--- src/rtl/sprite_engine.sv ---
// sprite_engine: NUM_SPRITES-way sprite overlay with a 3-stage pipeline,
// double-buffered positions and synchronous-ROM fetch.
// Ports: clk, rst_n (async low); pix_valid/pixelx/pixely pixel in;
//   frame_start commits shadow positions; pos_wr/pos_sel/pos_x/pos_y/pos_en
//   shadow write; rom_addr/rom_color ROM port (1-cycle latency);
//   out_valid/visible/sprite_id/RGB result 3 cycles after the pixel;
//   collision per-sprite overlap flags of the previous frame.
// Optional: define SPRITE_COLLISION_EN to build collision tracking,
//   otherwise collision is tied to 0.
module sprite_engine #(
  parameter int NUM_SPRITES = 4,
  parameter int SPRITE_W    = 64,
  parameter int SPRITE_H    = 64,
  parameter int COLOR_W     = 3,
  parameter int ADDR_W      = $clog2(SPRITE_W*SPRITE_H)
) (
  input  logic                          clk,
  input  logic                          rst_n,
  input  logic                          pix_valid,
  input  logic [9:0]                    pixelx,
  input  logic [9:0]                    pixely,
  input  logic                          frame_start,
  input  logic                          pos_wr,
  input  logic [2:0]                    pos_sel,
  input  logic [9:0]                    pos_x,
  input  logic [9:0]                    pos_y,
  input  logic                          pos_en,
  output logic [NUM_SPRITES*ADDR_W-1:0] rom_addr,
  input  logic [NUM_SPRITES*COLOR_W-1:0] rom_color,
  output logic                          out_valid,
  output logic                          visible,
  output logic [2:0]                    sprite_id,
  output logic [23:0]                   RGB,
  output logic [NUM_SPRITES-1:0]        collision
);

  localparam int N = NUM_SPRITES;

  logic [9:0]   sh_x [N];
  logic [9:0]   sh_y [N];
  logic [N-1:0] sh_en;
  logic [9:0]   ac_x [N];
  logic [9:0]   ac_y [N];
  logic [N-1:0] ac_en;

  // Shadow bank; selects beyond N match no slot and are dropped.
  always_ff @(posedge clk or negedge rst_n) begin
    if (!rst_n) begin
      sh_en <= '0;
      for (int i = 0; i < N; i++) begin
        sh_x[i] <= '0;
        sh_y[i] <= '0;
      end
    end else if (pos_wr) begin
      for (int i = 0; i < N; i++) begin
        if (pos_sel == 3'(i)) begin
          sh_x[i]  <= pos_x;
          sh_y[i]  <= pos_y;
          sh_en[i] <= pos_en;
        end
      end
    end
  end

  // Active bank samples the pre-write shadow on a coincident pos_wr.
  always_ff @(posedge clk or negedge rst_n) begin
    if (!rst_n) begin
      ac_en <= '0;
      for (int i = 0; i < N; i++) begin
        ac_x[i] <= '0;
        ac_y[i] <= '0;
      end
    end else if (frame_start) begin
      ac_en <= sh_en;
      for (int i = 0; i < N; i++) begin
        ac_x[i] <= sh_x[i];
        ac_y[i] <= sh_y[i];
      end
    end
  end

  logic [N-1:0]        hit;
  logic [N*ADDR_W-1:0] addr_d;

  // 11-bit compares so x+W past 1023 cannot wrap back on screen.
  always_comb begin
    logic [10:0] px, py, x0, y0, dx, dy;
    hit    = '0;
    addr_d = '0;
    px     = {1'b0, pixelx};
    py     = {1'b0, pixely};
    x0     = '0;
    y0     = '0;
    dx     = '0;
    dy     = '0;
    for (int i = 0; i < N; i++) begin
      x0 = {1'b0, ac_x[i]};
      y0 = {1'b0, ac_y[i]};
      dx = px - x0;
      dy = py - y0;
      if (ac_en[i] && pix_valid &&
          px >= x0 && px < x0 + 11'(SPRITE_W) &&
          py >= y0 && py < y0 + 11'(SPRITE_H)) begin
        hit[i] = 1'b1;
        addr_d[i*ADDR_W +: ADDR_W] =
          ADDR_W'(32'(dy) * SPRITE_W + 32'(dx));
      end
    end
  end

  logic [N-1:0] s1_hit, s2_hit;
  logic         s1_valid, s2_valid;

  always_ff @(posedge clk or negedge rst_n) begin
    if (!rst_n) begin
      s1_hit   <= '0;
      s1_valid <= 1'b0;
      rom_addr <= '0;
      s2_hit   <= '0;
      s2_valid <= 1'b0;
    end else begin
      s1_hit   <= hit;
      s1_valid <= pix_valid;
      rom_addr <= addr_d;
      s2_hit   <= s1_hit;
      s2_valid <= s1_valid;
    end
  end

  logic [N-1:0]       opq;
  logic [2:0]         win_id;
  logic [COLOR_W-1:0] win_col;

  // Scan high to low so the lowest opaque index is written last.
  always_comb begin
    opq     = '0;
    win_id  = '0;
    win_col = '0;
    for (int i = N-1; i >= 0; i--) begin
      if (s2_hit[i] && rom_color[i*COLOR_W +: COLOR_W] != '0) begin
        opq[i]  = 1'b1;
        win_id  = 3'(i);
        win_col = rom_color[i*COLOR_W +: COLOR_W];
      end
    end
  end

  function automatic logic [23:0] pal(input logic [2:0] c);
    case (c)
      3'd1:    pal = 24'hFF0000;
      3'd2:    pal = 24'h00FF00;
      3'd3:    pal = 24'h0000FF;
      3'd4:    pal = 24'hFFFF00;
      3'd5:    pal = 24'hFFFFFF;
      3'd7:    pal = 24'h808080;
      default: pal = 24'h000000;
    endcase
  endfunction

  logic any;
  assign any = s2_valid && (opq != '0);

  always_ff @(posedge clk or negedge rst_n) begin
    if (!rst_n) begin
      out_valid <= 1'b0;
      visible   <= 1'b0;
      sprite_id <= '0;
      RGB       <= '0;
    end else begin
      out_valid <= s2_valid;
      visible   <= any;
      sprite_id <= any ? win_id : 3'd0;
      RGB       <= any ? pal(win_col[2:0]) : 24'h0;
    end
  end

`ifdef SPRITE_COLLISION_EN
  logic [N-1:0] sticky, cur;

  // Only pixels with two or more opaque sprites mark anyone.
  assign cur = (s2_valid && ((opq & (opq - 1'b1)) != '0)) ? opq : '0;

  always_ff @(posedge clk or negedge rst_n) begin
    if (!rst_n) begin
      sticky    <= '0;
      collision <= '0;
    end else if (frame_start) begin
      collision <= sticky | cur;
      sticky    <= '0;
    end else begin
      sticky <= sticky | cur;
    end
  end
`else
  assign collision = '0;
`endif

endmodule

--- config.mk ---
export PLATFORM = sky130hd
export DESIGN_NAME = sprite_engine
export DESIGN_NICKNAME = d
export VERILOG_FILES = /design/src/rtl/sprite_engine.sv
export SDC_FILE = /design/constraint.sdc
export NUM_CORES = 1
export LEC_CHECK = 0
export ABC_CLOCK_PERIOD_IN_PS = 8460
export BUFFER_PORTS_ARGS = -buffer_cell sky130_fd_sc_hd__buf_2
export CORE_MARGIN = 3
export CORE_UTILIZATION = 40
export CTS_BUF_LIST = sky130_fd_sc_hd__clkbuf_8 sky130_fd_sc_hd__clkbuf_16
export DETAILED_ROUTE_END_ITERATION = 12
export PLACE_DENSITY_LB_ADDON = 0.12
export REMOVE_ABC_BUFFERS = 1
export SYNTH_ARGS = -nofsm -noshare
export SYNTH_HDL_FRONTEND = slang
export SYNTH_SLANG_ARGS = --single-unit
--- constraint.sdc ---
create_clock -name clk -period 8.46 [get_ports clk]
set_input_delay 0.846 -clock clk [delete_from_list [all_inputs] [get_ports clk]]
set_output_delay 0.846 -clock clk [all_outputs]
set_load 0.005 [all_outputs]
==> results of run 1 <==
-- cell families after synthesis --
logic type | count (synthesis)
AND/OR/NAND/NOR | 311
XOR/XNOR | 78
flip-flops | 236
adder cells (fa/ha/maj) | 152
multiplexers | 98
AO/OA/AOI/OAI | 270
other | 1
buffers and inverters | 165
-- report_power, final --
| group | leakage [nW] | internal, W | switching [W] |
|---|---|---|---|
| Sequential | 2.99 | 0.00131 | 0.0000946 |
| Clock | 0.480 | 0.000695 | 0.000468 |
| Combinational | 4.08 | 0.000659 | 0.000839 |
| Total | 7.55 | 0.00267 | 0.00140 |
-- per-layer routing --
layer  track usage (%)  vias up  routed length [um]
met5                 0        -                   0
met2             30.97      197               15840
met1             26.86     4701               16370
li1                  -     4778                   -
met4             3.810        0                 571
met3             2.975       39                1698
-- stage by stage --
stage	setup WS, ps	instances	instance area [um2]	hold WS (ps)
after floorplan	4761	1260	13480	331.2
after global placement	4359	1851	14820	333.7
after detailed placement	4326	1851	14820	334.7
after CTS	4901	1900	15720	347.6
after global routing	4644	1900	15720	355.2
final	4923	1900	15720	347.0
-- worst register-to-register path, delay by kind of cell, from the launching register on --
| kind | cells | cell delay, ps |
|---|---|---|
| AOI/OAI and AO/OA | 5 | 1400 |
| adders and majority gates | 2 | 610 |
| and+or+nand+nor | 6 | 580 |
| DFF | 1 | 350 |
| xor gates and xnor gates | 1 | 140 |
| buffers and inverters | 1 | 120 |
-- cells in the mapped netlist, drive strengths merged (4+ instances only) --
master / instances
a21oi: 54
and3: 6
o2111ai: 5
nor2: 82
o21a: 8
inv: 110
a211oi: 6
buf: 40
nand2b: 9
xnor2: 51
xor2: 27
clkbuf: 15
a41oi: 4
a211o: 4
nand3: 26
fa: 12
dfrtp: 236
nand4: 10
o31ai: 10
nor2b: 14
mux2: 97
o21ai: 108
a21o: 20
a31oi: 8
nor3: 27
nor3b: 7
nand2: 109
ha: 140
nand4b: 4
o21bai: 6
o211ai: 7
-- flip-flops by register name, summed over array words and instances (netlist names) --
signal,flops
rom_addr,48
ac_x,40
ac_y,40
sh_x,40
sh_y,40
RGB,6
ac_en,4
s1_hit,4
s2_hit,4
sh_en,4
sprite_id,2
out_valid,1
s1_valid,1
s2_valid,1
visible,1
-- worst min path at each step --
stage / start / end / slack [ps] / depth (start not counted)
2_1_floorplan: s1_hit[0] / s2_hit[0] / 330 / 0
3_3_place_gp: s1_hit[1] / s2_hit[1] / 330 / 0
3_5_place_dp: s1_hit[2] / s2_hit[2] / 330 / 0
4_1_cts: s1_hit[2] / s2_hit[2] / 350 / 0
5_1_grt: s1_hit[2] / s2_hit[2] / 360 / 0
6_report: s1_hit[2] / s2_hit[2] / 350 / 0
-- area by class of cell --
cell class / instances / area [um2] / share of cell area, %
well taps: 448 / 560.5 / 3.566
clock inverters: 14 / 86.33 / 0.5492
flip-flops and latches: 236 / 5906 / 37.57
clock buffers: 35 / 808.3 / 5.142
inverters: 110 / 412.9 / 2.627
repair buffers: 143 / 745.7 / 4.744
multi-input cells: 914 / 7199 / 45.80
==> flow_summary.toml, run 1 <==
[routing]
ant_nets = 0
drtIter0Drc = 464
drt-wirelength-per-cell_um = 18.15
drtPass1Iterations = 4
post-route-drc-count = 0
viasPerCell = 5.113
vias = 9715
wl_um = 34480

[cells_and_area]
fin_util_pct = 46.53
antenna_cells = 0
fillers = 3211
syn2layout_area_growth_pct = 13.85
layout-drive-gt1-share_pct = 22.87
final_common_cell = "dfrtp_1"
final_cell_mix = "dfrtp_1, ha_1, buf_2"
nNetsFinal = 1646

[worst_setup_path]
cp_max_fo = 4
rrSetupSlack_ps = 5140
path_buf_inv = 3
r2r_start = "ac_x[21]"
crit_path_end = "rom_addr[35]"
worst_setup_path_end_kind = "flop"
crit_family = "compound AO/OA/AOI/OAI gates"
critPathLaunch = "pixelx[0]"
timing.rr.end = "rom_addr[23]"
path_class = "in -> reg"
path_cells = "buf_2, inv_1, ha_1, inv_1, fa_1, a21o_1, a21oi_2, o21ai_1, o41ai_1, xnor2_1, ha_1, a21oi_1, o21bai_1, a21oi_1, xor2_1, nor3_2"
reg2regPathDepth = 15
critPathMaxStageDelay_ps = 410
crit_cells = 16
critPathLaunchType = "input pin"
arrival_ps = 3940
cp_data_required_time_ps = 8860
cp_slowest_cell = "o41ai_1"

[global_route]
antenna_found_initial = 0
grt_max_degree = 111
grt_remaining_overflow = 0
grt_pass1_vias = 9741
track_usage_pct = 18.98
grt_first_pass_wirelength_um = 54400

[yosys]
syn_area_mm2 = 0.01381
synth-edff-count = 0
synth_ff_type = "dfrtp_1"
synth-warning-count = 0
synthCells = 1311
synth_mux_area_share_pct = 7.984
seq_area_frac_synth_pct = 42.77
avgSynthCellArea_um2 = 10.53
synth.area.top_cells = "dfrtp_1, ha_1, mux2_2"
synth_top_family_by_area = "adder cells"
synth_fa_ha_area_share_pct = 14.43
synthArstFlopShare_pct = 100.0
synth_top_area_share_pct = 42.77
ys_ff_latch = 236
synthXorXnorAreaFrac_pct = 4.948
synth-compound-area-share_pct = 13.00
yosys.area_share.simple_pct = 11.38
synth.largest_area_cell = "dfrtp_1"
yosys.cell_types.count = 80

[sta]
fin_setup_tns_ps = 0
worstMarginPinSlew_ps = 969.3
finalHoldViolCount = 0
slew_headroom_pct = 35.38
clock_skew_ps = 16.07
maxSlewViolCount = 0
period_minus_slack_ps = 3537
setup_viol = 0
fin_crit_sh_pct = 41.81
grt_setup_unrepaired = "no"
fmax_mhz = 282.7

[placement]
gp_congestion = 0.8392
io_buffer_count = 136
dp_hpwl_um = 25800

[clock_tree]
cts_setup_buffers = 0
cts_resized = 0
clock_path_buffers = 3
h-tree-depth = 1
cts_buffers = 28
cts_root_buffer = "clkbuf_16"
clkLatencyLatePin_ps = 550
cts.sinks = 236
cts_tree = "yes"
clk_pin_slew_ps = 60
hold_buffers = 0

[outcome]
outcome = "completed"

[hold_path]
holdCritPathClass = "reg -> reg"

[floorplanning]
start_util_pct = 40.87
core-area_mm2 = 0.03378
die_x_um = 191.8
fp.dieH_um = 191.8
rows = 67
ioPinCount = 142
die_area_mm2 = 0.03678

[pwr]
power.leakage_nw = 7.549
p_per_area_mw_per_mm2 = 258.7
totalPowerFinal_w = 0.004067
ir_drop_uv = 177.8

[flow_run]
maxCapViolCount = 0
Power figures use the tool's default switching activity.
==> run 2, diff against run 1 <==
--- a/config.mk
+++ b/config.mk
@@ -5,7 +5,8 @@
 export SDC_FILE = /design/constraint.sdc
 export NUM_CORES = 1
 export LEC_CHECK = 0
-export ABC_CLOCK_PERIOD_IN_PS = 8460
+export ABC_AREA = 1
+export ABC_CLOCK_PERIOD_IN_PS = 3000
 export BUFFER_PORTS_ARGS = -buffer_cell sky130_fd_sc_hd__buf_2
 export CORE_MARGIN = 3
 export CORE_UTILIZATION = 40
==> constraint.sdc (replaced) <==
create_clock -name clk -period 3 [get_ports clk]
set_input_delay 0.3 -clock clk [delete_from_list [all_inputs] [get_ports clk]]
set_output_delay 0.3 -clock clk [all_outputs]
set_load 0.005 [all_outputs]
==> flow_summary.toml, run 2 <==
[floorplanning]
fp.dieH_um = 193.7
ioPinCount = 142
rows = 68
die_area_mm2 = 0.03751
die_x_um = 193.7
start_util_pct = 40.69
core-area_mm2 = 0.03463

[yosys]
synth-warning-count = 0
synthArstFlopShare_pct = 100.0
syn_area_mm2 = 0.01409
synth-compound-area-share_pct = 10.97
synth_fa_ha_area_share_pct = 14.14
yosys-top-cells-count = "nand2_1, dfrtp_1, inv_1"
synth_ff_type = "dfrtp_1"
synth-edff-count = 0
synth_top_family_by_area = "simple AND/OR/NAND/NOR gates"
synth.largest_area_cell = "dfrtp_1"
avgSynthCellArea_um2 = 8.357
synth_mux_area_share_pct = 0.9591
yosys.cell_types.count = 41
synthCells = 1686
synth_top_area_share_pct = 41.91
ys_ff_latch = 236
synth.area.top_cells = "dfrtp_1, ha_1, nand2_1"
seq_area_frac_synth_pct = 41.91
yosys.area_share.simple_pct = 18.83
synthXorXnorAreaFrac_pct = 4.413
yosysMostFrequentCell = "nand2_1"

[global_route]
antenna_found_initial = 0
grt_remaining_overflow = 0
grt_pass1_vias = 10910
grt_max_degree = 76
track_usage_pct = 18.35
grt_first_pass_wirelength_um = 56520

[placement]
io_buffer_count = 136
dp_hpwl_um = 26920
gp_congestion = 0.8919

[clock_tree]
cts_root_buffer = "clkbuf_16"
cts_buffers = 27
clkLatencyLatePin_ps = 540
cts_tree = "yes"
clk_pin_slew_ps = 60
cts.sinks = 236
h-tree-depth = 1
clock_path_buffers = 3

[sta]
grt_setup_unrepaired = "no"
finalHoldViolCount = 0
worstMarginPinSlew_ps = 643.2
setup_viol = 0
fin_setup_tns_ps = 0
fin_crit_sh_pct = 90.91
period_minus_slack_ps = 2727
slew_headroom_pct = 57.02
fmax_mhz = 366.6
maxSlewViolCount = 0
clock_skew_ps = 8.548

[pwr]
internal_power_w = 0.007516
p_per_area_mw_per_mm2 = 707.1
power.leakage_nw = 8.692
net-switching-power_w = 0.004004
seq_power_share_pct = 33.7
switching_share_pct = 34.76
ir_drop_uv = 439.6
comb_power_share_pct = 35.6
p_clk_share_pct = 30.7
totalPowerFinal_w = 0.01152

[routing]
drtIter0Drc = 607
viasPerCell = 4.853
wl_um = 34270
drtPass1Iterations = 5
vias = 11160
drt-wirelength-per-cell_um = 14.90
ant_nets = 0
post-route-drc-count = 0

[worst_setup_path]
worst_setup_path_end_kind = "flop"
cp_max_fo = 4
arrival_ps = 3130
cp_data_required_time_ps = 3410
path_class = "reg -> reg"
critPathLaunchType = "flop"

[outcome]
outcome = "completed"

[cells_and_area]
layout-drive-gt1-share_pct = 14.96
seq_area_mm2 = 0.005906
largest_reg_flops = 48
syn2layout_area_growth_pct = 15.63
final_cell_mix = "nand2_1, dfrtp_1, inv_1"
nNetsFinal = 2040
multi_input_area_mm2 = 0.006977
fillers = 3378
antenna_cells = 0
final_common_cell = "nand2_1"
largest_register = "rom_addr"

[hold_path]
holdCritPathClass = "in -> reg"

[flow_run]
maxCapViolCount = 0
## run 2: final timing paths
kind | slack, ps | cells after the start | start | endpoint
min reg2reg | 350 | 0 | s1_hit[0] | s2_hit[0]
min in group asynchronous | 310 | 2 | rst_n | rom_addr[15]
max | 270 | 14 | ac_x[20] | rom_addr[23]
min | 110 | 3 | pos_x[4] | sh_x[14]
max in group asynchronous | 1840 | 3 | rst_n | ac_y[4]
max reg2reg | 270 | 14 | ac_x[20] | rom_addr[23]
## run 2: cell type report
| cell class | instances | share of cell area, % |
|---|---|---|
| tap | 455 | 3.494 |
| clock inverter | 14 | 1.252 |
| clock buffer | 33 | 4.654 |
| timing repair buffer | 171 | 6.205 |
| inverter | 231 | 5.322 |
| sequential | 236 | 36.25 |
| multi-input combinational | 1160 | 42.82 |
## run 2: kinds of logic (layout without fill, tap and decap cells)
logic type | Yosys count | count (layout)
simple gates | 625 | 625
compound gates | 295 | 295
buf+inv | 294 | 449
flops | 236 | 236
fa+ha+maj | 152 | 152
xor+xnor | 71 | 71
mux | 12 | 12
other cells | 1 | 5
## run 2: power by group through the flow
stage               combinational, W  sequential (W)  clock, W
floorplan                    0.00299         0.00388         0
global placement             0.00403         0.00393         0
detailed placement           0.00409         0.00394         0
CTS                          0.00412         0.00388   0.00365
global route                 0.00473         0.00394   0.00378
finish                       0.00410         0.00388   0.00354
## run 2: layer usage
layer	global-route usage, %	part of all wire (%)	vias to the layer above	wire (um)
met1	25.81	48	5230	16420
li1	-	-	5670	-
met5	0	0	-	0
met4	5.143	2.4	0	820
met2	30.03	46	210	15790
met3	2.311	3.6	52	1239
## run 2: timing repair
action	CTS	global route
hold buffers	2	0
endpoints found under the hold margin	71	0
endpoints found under the setup margin	0	2
gates resized for setup	0	2
buffers inserted	0	0
## run 2: critical path, cell delays in order, from the launching register on
cell and delay, ps:
dfrtp_1 360, ha_1 140, inv_1 60, fa_1 390, nand2_1 80, nand2_1 90, a21oi_1 210, buf_4 140
xnor2_1 60, ha_1 350, a21oi_1 210, o21ai_0 100, a21oi_1 180, xor2_1 160, nor2_1 60
## run 2: stage by stage
stage          setup WS (ps)  utilization (%)  std cells  instance area [um2]  hold slack, ps
6_report               272.6            47.05       2300                16290           105.2
5_1_grt                6.278            47.05       2300                16290           114.2
4_1_cts                272.7            47.02       2300                16280           79.01
3_5_place_dp           18.90            44.18       2251                15300           309.7
3_3_place_gp           60.52            44.18       2251                15300           316.6
2_1_floorplan          329.2                -       1627                13740           4.409
